`src/rtl/pipe_pkg.sv`:
```
// Shared types and constants for the generic valid/ready pipeline stage register.
// Holds the stage occupancy encoding, the RV NOP bubble value and the FD payload layout.
package pipe_pkg;

  typedef enum logic [1:0] {
    EMPTY = 2'd0,
    ONE   = 2'd1,
    FULL  = 2'd2
  } stage_state_e;

  localparam logic [31:0] RV_NOP = 32'h0000_0013;  // addi x0, x0, 0

  typedef struct packed {
    logic [31:0] pc;
    logic [31:0] pc_plus4;
    logic [31:0] instr;
  } fd_payload_t;

  localparam int FD_W = $bits(fd_payload_t);

endpackage

```
`src/rtl/pipe_sat_counter.sv`:
```
// Saturating up-counter for stage performance monitoring.
// Sticks at all-ones instead of wrapping; cleared only by the async reset.
module pipe_sat_counter #(
  parameter int CNT_W = 16
) (
  input  logic             clk,
  input  logic             rst_n,
  input  logic             inc,
  output logic [CNT_W-1:0] count
);

  always_ff @(posedge clk or negedge rst_n) begin
    if (!rst_n) begin
      count <= '0;
    end else if (inc && (count != '1)) begin
      count <= count + CNT_W'(1);
    end
  end

endmodule

```
`src/rtl/pipe_stage_reg.sv`:
```
// Valid/ready pipeline stage with a two-entry skid buffer so that in_ready comes from a flop.
// Optional perf counters (stall_cnt, flush_cnt) are present only when PIPE_STAGE_PERF_EN is defined.
module pipe_stage_reg
  import pipe_pkg::*;
#(
  parameter int                DATA_W     = 96,
  parameter logic [DATA_W-1:0] BUBBLE_VAL = '0,
  parameter int                CNT_W      = 16
) (
  input  logic              clk,
  input  logic              rst_n,
  input  logic              flush,
  input  logic              stall,
  input  logic              in_valid,
  output logic              in_ready,
  input  logic [DATA_W-1:0] in_data,
  output logic              out_valid,
  input  logic              out_ready,
  output logic [DATA_W-1:0] out_data
`ifdef PIPE_STAGE_PERF_EN
  ,
  output logic [CNT_W-1:0]  stall_cnt,
  output logic [CNT_W-1:0]  flush_cnt
`endif
);

  if (CNT_W < 1) begin : g_bad_cnt_w
    $error("pipe_stage_reg: CNT_W must be at least 1");
  end

  stage_state_e      state, state_nx;
  logic [DATA_W-1:0] main_q, main_nx;
  logic [DATA_W-1:0] skid_q, skid_nx;
  logic              ready_q;
  logic              accept;
  logic              fire;

  assign in_ready  = ready_q;
  assign out_valid = (state != EMPTY);
  assign out_data  = main_q;
  assign accept    = in_valid & ready_q;
  assign fire      = out_valid & out_ready & ~stall;

  always_comb begin
    state_nx = state;
    main_nx  = main_q;
    skid_nx  = skid_q;
    if (flush) begin
      // A beat firing this cycle is already delivered; everything else is dropped.
      state_nx = EMPTY;
      main_nx  = BUBBLE_VAL;
    end else begin
      unique case (state)
        EMPTY: begin
          if (accept) begin
            state_nx = ONE;
            main_nx  = in_data;
          end
        end
        ONE: begin
          if (accept && fire) begin
            main_nx = in_data;
          end else if (accept) begin
            state_nx = FULL;
            skid_nx  = in_data;
          end else if (fire) begin
            state_nx = EMPTY;
            main_nx  = BUBBLE_VAL;
          end
        end
        FULL: begin
          if (fire) begin
            state_nx = ONE;
            main_nx  = skid_q;
          end
        end
        default: begin
          state_nx = EMPTY;
          main_nx  = BUBBLE_VAL;
        end
      endcase
    end
  end

  always_ff @(posedge clk or negedge rst_n) begin
    if (!rst_n) begin
      state   <= EMPTY;
      main_q  <= BUBBLE_VAL;
      skid_q  <= BUBBLE_VAL;
      ready_q <= 1'b1;
    end else begin
      state   <= state_nx;
      main_q  <= main_nx;
      skid_q  <= skid_nx;
      ready_q <= (state_nx != FULL);
    end
  end

`ifdef PIPE_STAGE_PERF_EN
  logic stall_inc;
  logic flush_inc;

  assign stall_inc = out_valid & ~fire;
  // Only held beats that fail to leave count as killed.
  assign flush_inc = flush & ((state == FULL) | ((state == ONE) & ~fire));

  pipe_sat_counter #(.CNT_W(CNT_W)) u_stall_cnt (
    .clk   (clk),
    .rst_n (rst_n),
    .inc   (stall_inc),
    .count (stall_cnt)
  );

  pipe_sat_counter #(.CNT_W(CNT_W)) u_flush_cnt (
    .clk   (clk),
    .rst_n (rst_n),
    .inc   (flush_inc),
    .count (flush_cnt)
  );
`endif

endmodule

```
`config.mk`:
```
export PLATFORM = sky130hd
export DESIGN_NAME = pipe_stage_reg
export DESIGN_NICKNAME = d
export VERILOG_FILES = /design/src/rtl/pipe_pkg.sv /design/src/rtl/pipe_sat_counter.sv /design/src/rtl/pipe_stage_reg.sv
export SDC_FILE = /design/constraint.sdc
export NUM_CORES = 1
export LEC_CHECK = 0
export ABC_CLOCK_PERIOD_IN_PS = 3300
export BUFFER_PORTS_ARGS = -buffer_cell sky130_fd_sc_hd__buf_2
export CAP_MARGIN = 20
export CORE_MARGIN = 2
export CORE_UTILIZATION = 35
export DETAILED_ROUTE_END_ITERATION = 8
export PLACE_DENSITY_LB_ADDON = 0.15
export SLEW_MARGIN = 40
export SYNTH_ARGS = -nofsm -noshare
export SYNTH_HDL_FRONTEND = slang
export SYNTH_SLANG_ARGS = --single-unit
export TNS_END_PERCENT = 50
```
`constraint.sdc`:
```
create_clock -name clk -period 3.3 [get_ports clk]
set_clock_uncertainty 0.1 [all_clocks]
set_input_delay 0.66 -clock clk [delete_from_list [all_inputs] [get_ports clk]]
set_output_delay 0.66 -clock clk [all_outputs]
set_load 0.01 [all_outputs]
```
**Word level (Yosys, flattened, before mapping)**

Index checks and enable logic that the tools add are counted.

- Register bits after elaboration: 195
- Bits of input ports: 102
- Output and inout port bits: 98

- Equal/unequal tests: 7
- Muxes and demuxes: 14
- Bitwise logic cells: 6
- Reductions and logical operators: 5

Operator list:

| operator | count |
|---|---|
| $mux 96 | 6 |
| $pmux 96 s3 | 1 |
| $mux 2 | 6 |
| $ne 4x4->1 const B | 2 |
| $reduce_and 4->1 | 2 |
| $ne 3x3->1 const B | 2 |
| $pmux 2 s3 | 1 |
| $and 1x1->1 | 3 |
| $not 1->1 | 3 |
| $eq 2x1->1 const B | 1 |
| $eq 2x2->1 const B | 1 |
| $logic_not 2->1 | 1 |
| $ne 2x2->1 const B | 1 |
| $reduce_bool 2->1 | 1 |
| $logic_and 1x1->1 | 1 |

**Longest topological paths before layout**

- Word-level depth: 9
- Depth in mapped cells: 8
- Gate-level depth less buffers: 5

**Worst setup path before layout**

OpenSTA, ideal clock, no wires.

- Path type: input to register
- Start point: in in_valid
- End point: reg skid_q[55]
- Library setup time: 0.127 ns
- Arrival: 1.824 ns
- Data required time: 3.073 ns
- Path slack: 1.249 ns
- Stages on the path: 6
- Path buffers: 3
- Path through: buf_2 nand4b_1 nor3_2 buf_4 buf_6 mux2_1

- Longest elaborated chain between the ends: 4

Ends and longest elaborated chain:

| item | line | text |
|---|---|---|
| from (decl) | pipe_stage_reg.sv:14 | `input logic in_valid,` |
| $and 1x1->1 * | pipe_stage_reg.sv:41 | `assign accept = in_valid & ready_q;` |
| $logic_and 1x1->1 | pipe_stage_reg.sv:61 | `if (accept && fire) begin` |
| $not 1->1 (no line) | n/a |  |
| $reduce_and 4->1 (no line) * | n/a |  |
| to (signal assigned) | pipe_stage_reg.sv:94 | `skid_q <= skid_nx;` |
| to (decl) | pipe_stage_reg.sv:33 | `logic [DATA_W-1:0] skid_q, skid_nx;` |

Mark *: on every way between the ends. The rest lies on a longest branch, timed or not.
A chain may end at the register's enable or synchronous reset.

**Final worst setup path**

- Start point: reg ready_q, in the netlist in_ready
- End point: reg main_q[43], in the netlist out_data[43]

- Longest elaborated chain between the ends: 5
- Elaborated cells on any way between the ends: 9

Ends and longest elaborated chain:

| item | line | text |
|---|---|---|
| from (decl) | pipe_stage_reg.sv:34 | `logic ready_q;` |
| from (signal assigned) | pipe_stage_reg.sv:95 | `ready_q <= (state_nx != FULL);` |
| $and 1x1->1 * | pipe_stage_reg.sv:41 |  |
| $logic_and 1x1->1 | pipe_stage_reg.sv:61 |  |
| $mux 96 | pipe_stage_reg.sv:61 |  |
| $pmux 96 s3 | pipe_stage_reg.sv:53 | `unique case (state)` |
| $mux 96 | pipe_stage_reg.sv:48 | `if (flush) begin` |
| to (signal assigned) | pipe_stage_reg.sv:93 | `main_q <= main_nx;` |
| to (decl) | pipe_stage_reg.sv:32 | `logic [DATA_W-1:0] main_q, main_nx;` |

Marks and branches as above.

==> flow_summary.yaml <==
pwr:
  vdd_drop_max_uv: 256
  power_mw: 6.74
  pwr_density_cell_mw_per_mm2: 561
  leakage_nw: 5.13
routing:
  routedWlPerCell_um: 20.7
  vias: 8024
  viasPerCell: 5.61
  drt-initial-drc-count: 583
  totalWireLength_um: 29600
  route.detailed.drc: 0
  ant_nets: 0
  dr.pass1.iters: 4
cells_and_area:
  layout.nets: 1132
  final_cell_mix: "buf_2 (196), dfrtp_1 (192), nand4b_1 (97), nor2_1 (97)"
  utilization_pct: 42.1
  synthToLayoutAreaGrowth_pct: 18.8
  final_common_cell: "buf_2"
  drive_above_1_share_pct: 30.6
setup_path:
  cp_max_fo: 29
  slowest_stage: "dfstp_4"
  crit_chain: "nand2_1, o22ai_4, buf_4, a22oi_1, nor2_1"
  start_kind: "flop"
  max_stage_delay_ns: 0.81
  reg2reg_depth: 5
  worstPathRequired_ns: 3.56
  arrival_ns: 2.72
  critical_path_class: "reg -> reg"
  endpoint_kind: "flop"
cts:
  clk_pin_slew_ns: 0.08
  cts_tree: "built"
  cts_max_level: 4
  hold_buffers: 0
  insertion_delay_ns: 0.43
  clock_sinks: 195
  cts-root-buf: "clkbuf_16"
  cts_resized: 0
  cts_buffers: 17
  cts_buffer_depth: 2
  cts_setup_buffers: 0
die:
  die_y_um: 174
  die_x_um: 174
  start_util_pct: 35.4
  dieArea_mm2: 0.0303
  io_pins: 200
  core_area_mm2: 0.0285
  core.rowCount: 62
synthesis:
  synth.net_count: 999
  yosysWarningCount: 0
  yosys.area.top_type_share_pct: 48.0
  synthArstFlopShare_pct: 100
  synth_area_leaders: "dfrtp_1 (48%), mux2i_1 (9.5%), nand4b_1 (8.4%)"
  synth_flop_cell: "dfrtp_1"
  syn-cell-area_mm2: 0.0101
  synth_top_cell_by_area: "dfrtp_1"
  ys_ff_latch: 195
  synth_edf_count: 0
  avgSynthCellArea_um2: 11.3
  syn_inst: 897
  ys_types: 28
  ys_seq_area_share_pct: 48.3
placed_design:
  place_congestion: 0.711
  port_buffers: 199
  dp_hpwl_um: 17100
global_route:
  grt-ovfl-total: 0
  grt_pass1_vias: 7912
  grt_usage_pct: 19.5
  antenna_found_initial: 5
  grt_max_degree: 97
  grt_pass1_wl_um: 47100
timing:
  drv_slew: 0
  tightest_slew_ns: 0.730
  period_share_pct: 74.5
  final-hold-violation-count: 0
  fmax_mhz: 407
  rsz0062_at_grt: "false"
  finalSetupViolations: 0
  max_slew_margin_pct: 51.3
  fin_crit_ns: 2.46
  setup_tns_ns: 0
job:
  maxCapViolCount: 0
hold_path:
  hp-class: "in -> async"
run_status:
  status: "complete, no violations"
==> state kept, by name, summed over array words and instances (netlist names) <==
signal / count
state: 2
in_ready: 1
skid_q: 96
out_data: 96
==> per-layer routing <==
metal	vias to the layer above	global-route usage, %	wire length (um)
li1	3681	-	-
met1	4091	27.9	14100
met2	223	30.1	13400
met3	27	4.02	1650
met4	2	5.18	463
met5	-	0	13
==> stage by stage <==
stage,area (um2),cells,hold WS (ns),setup slack [ns]
floorplan,10100,897,0.264,1.25
global placement,11400,1393,0.366,0.846
detailed placement,11400,1395,0.375,0.839
CTS,12000,1427,0.0555,0.827
global route,12000,1428,0.0652,0.662
finish,12000,1431,0.0570,0.842
==> where the power goes <==
group          switching [mW]  internal, mW
combinational           0.777         0.704
sequential              0.278          2.91
clock                    1.03          1.04
total                    2.09          4.65
==> final cells by class <==
cell class | instances | area, um2
inverter | 2 | 7.51
fill | 2821 | 16500
multi-input combinational | 594 | 4740
clock buffer | 19 | 453
sequential | 195 | 4890
clock inverter | 13 | 116
timing repair buffer | 220 | 1320
tap | 384 | 480
antenna | 4 | 10.0
==> critical path: cells and delay by family (launching register included) <==
family	cells	cell delay [ns]
and+or+nand+nor	2	0.36
buffers and inverters	1	0.43
AOI/OAI and AO/OA	2	0.67
DFF	1	0.81
==> Yosys cell counts, types with 5 or more instances <==
library cell / number
o22ai_1: 96
mux2i_1: 96
dfrtp_1: 194
buf_4: 8
clkbuf_1: 53
mux2_2: 56
nor2_1: 97
buf_2: 31
buf_6: 5
buf_1: 9
mux2_1: 40
nand4b_1: 97
a22oi_1: 96
==> logic make-up after synthesis <==
kind of cell           synth area share (%)
AO/OA/AOI/OAI                          13.8
multiplexers                           20.2
buffers and inverters                  5.06
XOR/XNOR                             0.0866
AND/OR/NAND/NOR                        12.6
flip-flops                             48.3
==> path summary, 6_finish.rpt <==
| kind | from | endpoint | slack [ns] |
|---|---|---|---|
| setup / recovery | in_ready$_DFF_PN1_ | out_data[43]$_DFFE_PN0P_ | 0.84 |
| hold reg to reg | skid_q[78]$_DFFE_PN0P_ | skid_q[78]$_DFFE_PN0P_ | 0.39 |
| hold / removal | rst_n | out_data[64]$_DFFE_PN0P_ | 0.06 |
| setup reg to reg | in_ready$_DFF_PN1_ | out_data[43]$_DFFE_PN0P_ | 0.84 |
| min in group clk | in_data[88] | skid_q[88]$_DFFE_PN0P_ | 0.37 |
| max in group asynchronous | rst_n | skid_q[5]$_DFFE_PN0P_ | 2.27 |
No activity file was read; power rests on OpenSTA's default activity.
